**src/rtl/dmem_arb_pkg.sv**
```systemverilog
// Shared types and constants for the data-memory arbiter and its round-robin picker.
package dmem_arb_pkg;

  localparam int NUM_PORTS  = 2;
  localparam int DEF_ADDR_W = 16;
  localparam int DEF_DATA_W = 16;

  typedef enum logic {
    IDLE   = 1'b0,
    ACCESS = 1'b1
  } state_t;

  // Index of a requester; one bit is enough for two ports.
  typedef logic port_t;

  function automatic logic [NUM_PORTS-1:0] port_onehot(input port_t p);
    port_onehot    = '0;
    port_onehot[p] = 1'b1;
  endfunction

endpackage

```
**src/rtl/rr_arb2.sv**
```systemverilog
// Combinational two-way round-robin picker: the port not granted last wins a tie,
// a lone requester wins regardless of the pointer.
module rr_arb2
  import dmem_arb_pkg::*;
(
  input  logic [NUM_PORTS-1:0] i_req,
  input  port_t                i_last_gnt,
  output port_t                o_winner,
  output logic                 o_any
);

  always_comb begin
    o_any    = |i_req;
    o_winner = 1'b0;
    if (i_req == 2'b11)
      o_winner = ~i_last_gnt;
    else if (i_req[1])
      o_winner = 1'b1;
  end

endmodule

```
**src/rtl/dmem_arbiter.sv**
```systemverilog
// Two-port round-robin arbiter and access sequencer for the 16-bit data memory.
// Optional word-alignment rejection is enabled by defining DMEM_ARB_ALIGN_CHK_EN.
module dmem_arbiter
  import dmem_arb_pkg::*;
#(
  parameter int ADDR_W = DEF_ADDR_W,
  parameter int DATA_W = DEF_DATA_W
) (
  input  logic                 i_clk,
  input  logic                 i_reset,
  input  logic [NUM_PORTS-1:0] i_req,
  input  logic [NUM_PORTS-1:0] i_we,
  input  logic [NUM_PORTS-1:0] i_sb,
  input  logic [ADDR_W-1:0]    i_addr0,
  input  logic [ADDR_W-1:0]    i_addr1,
  input  logic [DATA_W-1:0]    i_wdata0,
  input  logic [DATA_W-1:0]    i_wdata1,
  output logic [NUM_PORTS-1:0] o_gnt,
  output logic [NUM_PORTS-1:0] o_rvalid,
  output logic [DATA_W-1:0]    o_rdata,
  output logic                 o_err,
  output logic                 o_mem_we,
  output logic                 o_mem_re,
  output logic                 o_mem_sb,
  output logic [ADDR_W-1:0]    o_mem_addr,
  output logic [DATA_W-1:0]    o_mem_wdata,
  input  logic [DATA_W-1:0]    i_mem_rdata
);

  state_t                 r_state;
  port_t                  r_last_gnt;
  port_t                  r_port;
  logic                   r_we;
  logic                   r_bad;
  logic [NUM_PORTS-1:0]   r_gnt;
  logic [NUM_PORTS-1:0]   r_rvalid;
  logic [DATA_W-1:0]      r_rdata;
  logic                   r_err;
  logic                   r_mem_we;
  logic                   r_mem_re;
  logic                   r_mem_sb;
  logic [ADDR_W-1:0]      r_mem_addr;
  logic [DATA_W-1:0]      r_mem_wdata;

  port_t                  w_winner;
  logic                   w_any;
  logic                   w_we;
  logic                   w_sb;
  logic                   w_bad;
  logic [ADDR_W-1:0]      w_addr;
  logic [DATA_W-1:0]      w_wdata;

  rr_arb2 u_rr_arb2 (
    .i_req      (i_req),
    .i_last_gnt (r_last_gnt),
    .o_winner   (w_winner),
    .o_any      (w_any)
  );

  assign w_we    = w_winner ? i_we[1]  : i_we[0];
  assign w_sb    = w_winner ? i_sb[1]  : i_sb[0];
  assign w_addr  = w_winner ? i_addr1  : i_addr0;
  assign w_wdata = w_winner ? i_wdata1 : i_wdata0;

`ifdef DMEM_ARB_ALIGN_CHK_EN
  assign w_bad = !w_sb && w_addr[0];
`else
  assign w_bad = 1'b0;
`endif

  // Memory strobes are registered so an asynchronous reset kills an in-flight write.
  always_ff @(posedge i_clk or posedge i_reset) begin
    if (i_reset) begin
      r_state     <= IDLE;
      r_last_gnt  <= 1'b1;
      r_port      <= 1'b0;
      r_we        <= 1'b0;
      r_bad       <= 1'b0;
      r_gnt       <= '0;
      r_rvalid    <= '0;
      r_rdata     <= '0;
      r_err       <= 1'b0;
      r_mem_we    <= 1'b0;
      r_mem_re    <= 1'b0;
      r_mem_sb    <= 1'b0;
      r_mem_addr  <= '0;
      r_mem_wdata <= '0;
    end else begin
      case (r_state)
        IDLE: begin
          r_rvalid <= '0;
          r_err    <= 1'b0;
          if (w_any) begin
            r_state     <= ACCESS;
            r_port      <= w_winner;
            r_last_gnt  <= w_winner;
            r_gnt       <= port_onehot(w_winner);
            r_we        <= w_we;
            r_bad       <= w_bad;
            r_mem_we    <= w_we && !w_bad;
            r_mem_re    <= !w_we && !w_bad;
            r_mem_sb    <= w_sb;
            r_mem_addr  <= w_addr;
            r_mem_wdata <= w_wdata;
          end
        end
        ACCESS: begin
          r_state  <= IDLE;
          r_gnt    <= '0;
          r_mem_we <= 1'b0;
          r_mem_re <= 1'b0;
          r_rvalid <= port_onehot(r_port);
          r_err    <= r_bad;
          r_rdata  <= (r_we || r_bad) ? '0 : i_mem_rdata;
        end
        default: r_state <= IDLE;
      endcase
    end
  end

  assign o_gnt       = r_gnt;
  assign o_rvalid    = r_rvalid;
  assign o_rdata     = r_rdata;
  assign o_err       = r_err;
  assign o_mem_we    = r_mem_we;
  assign o_mem_re    = r_mem_re;
  assign o_mem_sb    = r_mem_sb;
  assign o_mem_addr  = r_mem_addr;
  assign o_mem_wdata = r_mem_wdata;

endmodule
```
**config.mk**
```make
export PLATFORM = sky130hd
export DESIGN_NAME = dmem_arbiter
export DESIGN_NICKNAME = d
export VERILOG_FILES = /design/src/rtl/dmem_arb_pkg.sv /design/src/rtl/rr_arb2.sv /design/src/rtl/dmem_arbiter.sv
export SDC_FILE = /design/constraint.sdc
export NUM_CORES = 1
export LEC_CHECK = 0
export ABC_AREA = 1
export BUFFER_PORTS_ARGS = -buffer_cell sky130_fd_sc_hd__buf_2
export CAP_MARGIN = 20
export CORE_ASPECT_RATIO = 0.6
export CORE_UTILIZATION = 30
export DETAILED_ROUTE_END_ITERATION = 10
export PLACE_DENSITY = 0.69
export SLEW_MARGIN = 10
export SYNTH_ARGS = -nofsm -noshare
export SYNTH_HDL_FRONTEND = slang
export SYNTH_HIERARCHICAL = 1
export SYNTH_SLANG_ARGS = --single-unit
export TNS_END_PERCENT = 50
```
**constraint.sdc**
```tcl
create_clock -name i_clk -period 1.46 [get_ports i_clk]
set_input_delay 0.073 -clock i_clk [delete_from_list [all_inputs] [get_ports i_clk]]
set_output_delay 0.073 -clock i_clk [all_outputs]
set_load 0.01 [all_outputs]
```
After elaboration in Yosys (flattened, before gate mapping)
Cells that the tools add are included.

Order comparisons: 4. Equal/unequal tests: 2. Muxes and demuxes: 20. Bitwise gates (word level): 2. Reduce and logical (&&, ||, !) cells: 5.

Operator list (number): 2-to-1 mux 16 bit (3); 2-to-1 mux 1 bit (9); case mux 2 bit (2 select lines) (2); case mux 1 bit (2 select lines) (3); less-than comparator 1 x 2 -> 1 bit (second input constant) (2); demux 1 bit (select 1 bit) (2); equality test 2 bit (second input constant) (1); >= comparator 1 bit (second input constant) (2); logical AND 1 bit (2); 2-to-1 mux 2 bit (1); != test 2 x 1 -> 1 bit (second input constant) (1); NOT 1 bit (2); AND reduction 2 bit (1); OR reduction 2 bit (1); zero test 1 bit (1).

Flip-flop bits (word level): 59. Output and inout bits: 56. Logic and storage cells: 45.

Logic depth before layout (Yosys ltp)
Gate-level depths: netlist of the first run.

Depth after elaboration: 8. Depth in mapped cells: 9. Mapped depth without buffers: 7.

Hierarchy
The synthesis of the first run kept the hierarchy.

By module, submodules not included: dmem_arbiter (times used 1, cells an instance 355, area an instance 2713.9 µm², seq. area each 1477.7 µm²); rr_arb2 (times used 1, cells an instance 3, area an instance 15.0 µm², seq. area each 0.0 µm²).

Worst setup path after synthesis of the first run
OpenSTA, ideal clock, no wires.

Path kind: register to register. From: register r_last_gnt. To: register r_mem_addr[0], in the netlist o_mem_addr[0]. Setup time: 0.116 ns. Data arrival time: 1.059 ns. Required time: 1.344 ns. Slack: 0.284 ns. Stages on the path, launching flop included: 8. Buffers on the path: 2. Period minus slack after synthesis: 1.176 ns. Cell sequence: dfstp_2 a21oi_1 buf_4 buf_2 nand2_1 nand2_1 nand2_1 nand2_1.

Word-level cells in the longest chain between the ends: 3.

RTL lines: from (decl) (RTL line dmem_arbiter.sv:31) `port_t r_last_gnt;`; from (signal assigned) (RTL line dmem_arbiter.sv:96) `r_last_gnt <= w_winner;`; NOT 1 bit (RTL line rr_arb2.sv:16) `o_winner = ~i_last_gnt;`; 2-to-1 mux 1 bit (RTL line rr_arb2.sv:15) `if (i_req == 2'b11)`; net w_winner (RTL line dmem_arbiter.sv:45) `port_t w_winner;`; 2-to-1 mux 16 bit (RTL line dmem_arbiter.sv:62) `assign w_addr = w_winner ? i_addr1 : i_addr0;`; to (signal assigned) (RTL line dmem_arbiter.sv:103) `r_mem_addr <= w_addr;`; to (decl) (RTL line dmem_arbiter.sv:42) `logic [ADDR_W-1:0] r_mem_addr;`.

The timed path passes the listed nets, and every way through them passes these cells. A chain may end at the register's enable or synchronous reset.

Worst setup path after layout of the first run
From: register r_last_gnt. To: register r_mem_wdata[4], in the netlist o_mem_wdata[4].

Word-level cells in the longest chain between the ends: 3.

RTL lines: NOT 1 bit (RTL line rr_arb2.sv:16); 2-to-1 mux 1 bit (RTL line rr_arb2.sv:15); net w_winner (RTL line dmem_arbiter.sv:45); 2-to-1 mux 16 bit (RTL line dmem_arbiter.sv:63) `assign w_wdata = w_winner ? i_wdata1 : i_wdata0;`; to (signal assigned) (RTL line dmem_arbiter.sv:104) `r_mem_wdata <= w_wdata;`; to (decl) (RTL line dmem_arbiter.sv:43) `logic [DATA_W-1:0] r_mem_wdata;`.

The timed path passes the listed nets, and every way through them passes these cells.

==> results.txt, run 1 <==
The count of endpoints failing hold in the final timing report came out at 0. The initial antenna violation count came out at 0. The checks that failed: design-rule violations.

The fraction of final layout cells with drive strength greater than 1 is 0.328. The growth of design area from synthesis to finish is 47.7%. The total number of H-tree levels is 3.

The total CTS buffers is 9. For this design the ratio of total power to cell area is 1360 nW/µm². The number of cells on the worst reg-to-reg path came out at 7. After routing the design area is 4030 µm².

Global routing finished with a remaining overflow of 0. The most numerous cell type found on the critical path is nand2_1. Hold is met by 30.1 ps. The floorplan core area came out at 8650 µm². On the worst path, the slowest cell contributes a delay of 560 ps.

The tool flagged a number of max-cap violations equal to 0. The nature of the critical path startpoint is a flop. TritonCTS built the clock tree. The total length of routed met2 wires came out at 3350 µm. For this design the static power due to leakage is 2.43 nW. The master cell of the clock root buffer is clkbuf_16.

The clock transition at the register clock pins on the worst setup and hold paths after CTS is 50 ps. The worst hold path terminates at o_mem_wdata[8]$_DFFE_PP0P_. The maximum fanout along the worst path came out at 14. In this run the critical register-to-register path is launched from r_last_gnt$_DFFE_PP1P_. Along the worst hold path, the cell count comes to 5. The register area share after synthesis is 0.541. The worst min-delay path category is in2reg.

The post-place instance area is 3580 µm². The number of post-CTS setup repair buffers is 0. The clock tree skew after final layout is 2.75 ps. The number of standard cells after synthesis came out at 358.

Dividing the detail-routed wire length by the instance count gives 11.9 µm. Entering global routing, the biggest net connects 60 pins. Counting I/O delays and the setup requirement, the final critical path takes 1230 ps. Among all stages on the critical path, the largest delay is contributed by dfstp_2. The hold-fix buffer count after cts came out at 17. The final count of pins violating max slew came to 0. The aggregate global-route resource usage is 0.168. The worst setup path is captured at a flop.

The total via count in the routed design is 2725. The ratio of routed vias to standard cells came out at 4.28. In this run the critical register-to-register path is captured at o_mem_wdata[4]$_DFFE_PP0P_. Traced cell by cell, the critical path runs through a21oi_4, inv_4, buf_4, nand2_1, nand2_1, nand2_1, nand2_1.

The post-detailed-placement half-perimeter wirelength is 5240 µm. The total number of placement rows came out at 26. The DRC violation total after the first TritonRoute iteration is 92.

Setup repair after global routing left no endpoint under its margin. Detailed routing placed a total of 577 µm of wire on met3. The clock insertion delay at the later pin of the skew report came out at 320 ps.

The largest voltage drop on the vdd net is 0.000529 V. The flip-flop and latch count after synthesis is 59. Total power for the finished layout comes to 5.49 mW. The wire length on met1 came out at 3530 µm. The part of the cycle the worst path needs came out at 0.841. The number of antenna cells inserted came out at 0. When the netlist entered floorplanning its net count stood at 446.

In this run the remaining antenna-violating nets after routing total 0. The first-pass GRT wire length came out at 12000 µm. Yosys mapped the design onto 17 distinct sky130hd cell types. The starting density of the core came out at 0.315. Measured along the y axis, the die boundary spans 75.9 µm. The flop-to-flop setup slack came out at 230 ps. The arrival time at the worst endpoint came out at 1490 ps.

The required time of the critical path came out at 1720 ps. The startpoint identified for the worst hold timing path is i_wdata0[8]. The setup TNS after final layout came out at 0 ps.

In this run the horizontal extent of the chip is 125 µm. The total length of routed wires came out at 7590 µm. The global placer's final weighted congestion came out at 0.742. The length of the first detailed-routing pass in iterations is 8. The net count of the finished layout is 607. The type of the worst setup path is reg2reg. The peak clock frequency supported by timing came out at 815 MHz.

The tree built by TritonCTS fans out to 59 sinks. The number of cells upsized or downsized after cts came out at 0. 144 I/O pins were placed.

The summed instance area of the synthesized netlist is 2730 µm². The DRC violation count after routing is 18. The setup-violating endpoint count in the final report came out at 0. The run finished, with violations left. The number of buffers inserted by port buffering came out at 142. The post-synthesis average cell area is 7.62 µm². The die covers 9490 µm². The highest metal layer carrying signal wires in the routed design is met4.

The via count of the first global-routing pass came out at 2526. The maximum count of clock buffers along a single path is 2. The total number of yosys warnings came out at 6.
[cell usage in the layout (no fill, tap or decap), types with 2 or more instances in the layout]
master / netlist / routed
clkbuf_16: 0 / 9
buf_4: 6 / 4
nor2_1: 2 / 2
buf_2: 5 / 142
clkbuf_1: 0 / 2
clkinv_2: 0 / 2
dfrtp_1: 58 / 58
nand3_1: 17 / 17
nand2_1: 249 / 249
inv_1: 5 / 4
buf_12: 0 / 5
dlygate4sd3_1: 0 / 17
clkbuf_8: 0 / 3
[critical path, delay by kind of cell, from the launching register on]
family,cells,cell delay [ps]
AO/OA/AOI/OAI,1,80
buffers and inverters,2,260
flip-flops,1,560
AND/OR/NAND/NOR,4,260
[area by class of cell]
| type | count | area, µm² |
|---|---|---|
| Inverter | 7 | 32.5 |
| Clock inverter | 2 | 10.0 |
| Clock buffer | 14 | 274 |
| Fill cell | 845 | 4620 |
| Multi-Input combinational cell | 274 | 1080 |
| Tap cell | 112 | 140 |
| Sequential cell | 59 | 1480 |
| Timing Repair Buffer | 168 | 1010 |
[metal layers]
layer / global-route usage / up-vias
met5: 0 / -
met4: 0.0786 / 0
met3: 0.0604 / 12
met2: 0.275 / 113
met1: 0.204 / 1204
li1: - / 1396
[sequential cells by signal, indices dropped and copies added (netlist names)]
signal / flops
o_mem_sb: 1
r_state: 1
o_rvalid: 2
o_mem_addr: 16
r_we: 1
r_port: 1
o_mem_wdata: 16
o_gnt: 2
o_rdata: 16
r_last_gnt: 1
o_mem_re: 1
o_mem_we: 1
[cells in the mapped netlist (all sizes together)]
cell type / n / area (µm²)
conb: 1 / 3.75
nand3: 17 / 85.1
dfstp: 1 / 26.3
buf: 18 / 149
nor2: 3 / 27.5
nand2: 250 / 941
o21ai: 1 / 5.00
or2: 1 / 6.26
dfrtp: 58 / 1450
inv: 7 / 28.8
a21oi: 1 / 5.00
[logic make-up (layout without fill, tap and decap cells)]
kind of cell / Yosys count / count (layout) / share of synthesized area
other: 1 / 1 / 0.00137
and+or+nand+nor: 271 / 271 / 0.388
buffers and inverters: 25 / 191 / 0.0651
AOI/OAI and AO/OA: 2 / 2 / 0.00366
DFF: 59 / 59 / 0.541
[worst max path at each step]
stage / endpoint / startpoint / slack, ps
6_report: o_mem_wdata[4]$_DFFE_PP0P_ / r_last_gnt$_DFFE_PP1P_ / 230
5_1_grt: o_mem_wdata[3]$_DFFE_PP0P_ / r_last_gnt$_DFFE_PP1P_ / 130
4_1_cts: o_mem_wdata[4]$_DFFE_PP0P_ / r_last_gnt$_DFFE_PP1P_ / 210
3_5_place_dp: o_mem_wdata[4]$_DFFE_PP0P_ / r_last_gnt$_DFFE_PP1P_ / 220
3_3_place_gp: o_mem_wdata[4]$_DFFE_PP0P_ / r_last_gnt$_DFFE_PP1P_ / 240
2_1_floorplan: o_mem_addr[0]$_DFFE_PP0P_ / r_last_gnt$_DFFE_PP1P_ / 280
[stage by stage]
stage                     utilization  setup slack [ps]  instances
after floorplan                     -               284        358
after global placement          0.413               245        603
after detailed placement        0.413               219        603
after CTS                       0.466               212        636
after global routing            0.466               134        636
final                           0.466               233        636
[report_power, final]
part           switching (mW)  leakage [nW]  total (mW)  internal [mW]
logic                   0.783          1.55        1.36          0.581
registers               0.191         0.739        2.16           1.96
clock network           0.688         0.143        1.97           1.28
total                    1.66          2.43        5.49           3.82
Power figures use the tool's default switching activity.
==> run 2: changes to the inputs <==
==> constraint.sdc (replaced) <==
create_clock -name i_clk -period 1.1 [get_ports i_clk]
set_input_delay 0.055 -clock i_clk [delete_from_list [all_inputs] [get_ports i_clk]]
set_output_delay 0.055 -clock i_clk [all_outputs]
set_load 0.01 [all_outputs]
==> run 2 against run 1 <==
Compared with the run above: the flow finishes with violations (design-rule violations, negative setup slack); sequential power is 32% higher; via count is 0.26% higher; utilization is 1.0 points higher; count of clock-buffer cells in the layout is 4 lower; cell count is 1.3% higher; cell area is 2.2% higher; critical endpoint unchanged; largest cell class unchanged; largest power group unchanged.
==> results.txt, run 2 (synthesis gave the netlist of run 1 again) <==
The largest net degree at the start of global routing is 60. The arrival time at the worst endpoint is 1470 ps. In the global route stage, met1 resource usage came out at 0.208. The critical path goes through a21oi_4, inv_4, clkbuf_16, nand2_1, nand2_1, nand2_1, nand2_1. The post-layout net count came out at 615. The cell leakage power came out at 2.47 nW. The final reports fail on design-rule violations, negative setup slack. The total design power came out at 7.28 mW. The total CTS buffers is 9. The region available for standard cell placement spans 8650 µm².

After detailed routing, the average wire length per cell comes to 11.9 µm. The cell area after layout is 4120 µm². STA classifies the critical path endpoint as a flop. The count of clock tree sinks is 59.

The final count of pins violating max slew was 0. The worst register-to-register path has a depth of 7. The startpoint of the lowest-slack register-to-register path is r_last_gnt$_DFFE_PP1P_.

The cell sitting at the root of the clock tree is a clkbuf_16. The overall die height is 75.9 µm. The number of antenna cells inserted came out at 0.

For this run, global-route usage on met2 was measured as 0.286. The worst setup path is of the reg2reg kind. The part of the cycle the worst path needs is 1.11.

Setup repair after global routing could not meet its margin everywhere. Clock-pin slew was measured on the worst setup and hold paths at 50 ps. For this run, design rule violations remaining after detail routing come to 18. The maximum count of clock buffers along a single path is 2. The total die area is 9490 µm².

Wires add up to 7670 µm. The number of buffers inserted by port buffering came out at 142. The maximum fanout along the worst path is 11.

The global-route met3 utilization is 0.0562. Once routing completed, OpenROAD measured the worst setup slack at -121 ps. The setup TNS after final layout is -3120 ps. In this run the worst setup path begins at r_last_gnt$_DFFE_PP1P_.

Hold timing on the final database bottoms out at a slack of 16.6 ps. The number of placed instances with taps included is 610. The starting density of the core came out at 0.315. The largest voltage drop on the vdd net is 0.000970 V. Global routing finished with a remaining overflow of 0. The aggregate global-route resource usage came out at 0.169.

The post-detailed-placement half-perimeter wirelength came out at 5200 µm. Setup violations remaining at the end of the flow were counted as 38. The run finished, with violations left. The ratio of routed vias to standard cells is 4.24. The first global-routing pass estimated 12300 µm of wire.

The combined buffer and inverter count along the critical path is 2. The growth of design area from synthesis to finish came out at 50.9%. The critical path crosses 7 cells after its start point.

The critical path ends at o_mem_wdata[4]$_DFFE_PP0P_. The detailed router placed 2732 vias in this run. Leaving out fill and tap cells, the most frequent cells in the layout are 247 x nand2_1, 142 x buf_2, 57 x dfrtp_1, 17 x nand3_1, 17 x dlygate4sd3_1.

The post-route minimum period is 1220 ps. Before CTS, the worst setup slack after placement is -100 ps. The required time of the critical path is 1350 ps. The DRC violation total after the first TritonRoute iteration came out at 88. For this design, the slowest cell found on the critical path is dfstp_2. The tightest min-delay check is of the in2reg type. The chip width came out at 125 µm. The total number of H-tree levels is 3.

Once layout is complete, the cells apart from fillers number 644. TritonCTS built the clock tree. The length of the first detailed-routing pass in iterations is 7. The library cell used most frequently in the layout, excluding fill and tap cells, is nand2_1.

The flop-to-flop setup slack is -120 ps. The initial antenna violation count is 0. The total number of placement rows came out at 26. The cell type group with the largest total delay on the critical path is flip-flops. The via count of the first global-routing pass is 2652. The number of setup buffers added after CTS is 0. Routability-driven placement finished with a final weighted congestion of 0.752. The layout filler cell count came out at 863. Across the run, the number of max-cap violations was 0.

The clock tree skew after final layout is 2.57 ps. Of the cells placed in the final design, the portion with a size suffix greater than 1 is 0.348. The total power density per cell area came out at 1770 nW/µm². The layer with the highest usage after global routing is met2. Pin placement for this block handled 144 I/O pins.

The terminus of the critical flop-to-flop path is o_mem_wdata[4]$_DFFE_PP0P_. The peak clock frequency supported by timing is 819 MHz. In this run the cell area measured after placement is 3630 µm². The clock insertion delay at the later pin of the skew report is 320 ps. Among the stages of the critical path, the cell type that occurs most often is nand2_1. The largest single stage delay on the critical path is 560 ps. The post-route antenna net violation count came out at 0. The utilization after layout came out at 0.476.

The count of endpoints failing hold in the final timing report came out at 0. STA classifies the critical path startpoint as a flop.
==> run 2: cell count changes in the layout (fill, tap and decap cells not counted), sizes merged <==
cell      change
buf           +7
clkbuf        -3
clkinvlp      +3
clkinv        +1
==> run 2: worst min path at each step <==
stage | from | to | slack (ps) | depth (start not counted)
detailed placement | i_reset | o_rdata[5]$_DFFE_PP0P_ | 170 | 3
CTS | i_addr0[5] | o_mem_addr[5]$_DFFE_PP0P_ | 3 | 5
global route | i_wdata0[9] | o_mem_wdata[9]$_DFFE_PP0P_ | 20 | 5
global placement | i_reset | o_mem_addr[10]$_DFFE_PP0P_ | 160 | 3
floorplan | i_reset | o_gnt[0]$_DFFE_PP0P_ | 150 | 1
finish | i_addr0[5] | o_mem_addr[5]$_DFFE_PP0P_ | 20 | 5
==> run 2: repair_timing <==
item	in CTS	in global routing
gates resized for setup	4	1
hold endpoints to repair	74	0
gates cloned	0	1
hold buffers	17	0
setup endpoints to repair	40	40
==> run 2: worst reg2reg max path: stages (launching register included) <==
cell	delay (ps)
dfstp_2	560
a21oi_4	80
inv_4	120
clkbuf_16	180
nand2_1	50
nand2_1	50
nand2_1	40
nand2_1	60
==> run 2: where the power goes <==
group	total [mW]	internal (mW)	leakage [nW]	switching, mW
combinational	1.89	0.832	1.60	1.06
clock	2.53	1.58	0.130	0.955
sequential	2.86	2.61	0.738	0.250
total	7.28	5.01	2.47	2.27
==> run 2: final cells by class <==
class / instances / area, µm² / area share
multi-input cells: 274 / 1090 / 0.266
repair buffers: 176 / 1090 / 0.265
clock buffers: 10 / 239 / 0.0580
inverters: 7 / 32.5 / 0.00790
well taps: 112 / 140 / 0.0340
flip-flops and latches: 59 / 1480 / 0.359
clock inverters: 6 / 41.3 / 0.0100
==> run 2: routing by layer <==
layer | up-vias | wire length, µm
met1 | 1217 | 3590
met3 | 4 | 519
met5 | - | 0
met2 | 94 | 3510
met4 | 0 | 46
li1 | 1417 | -
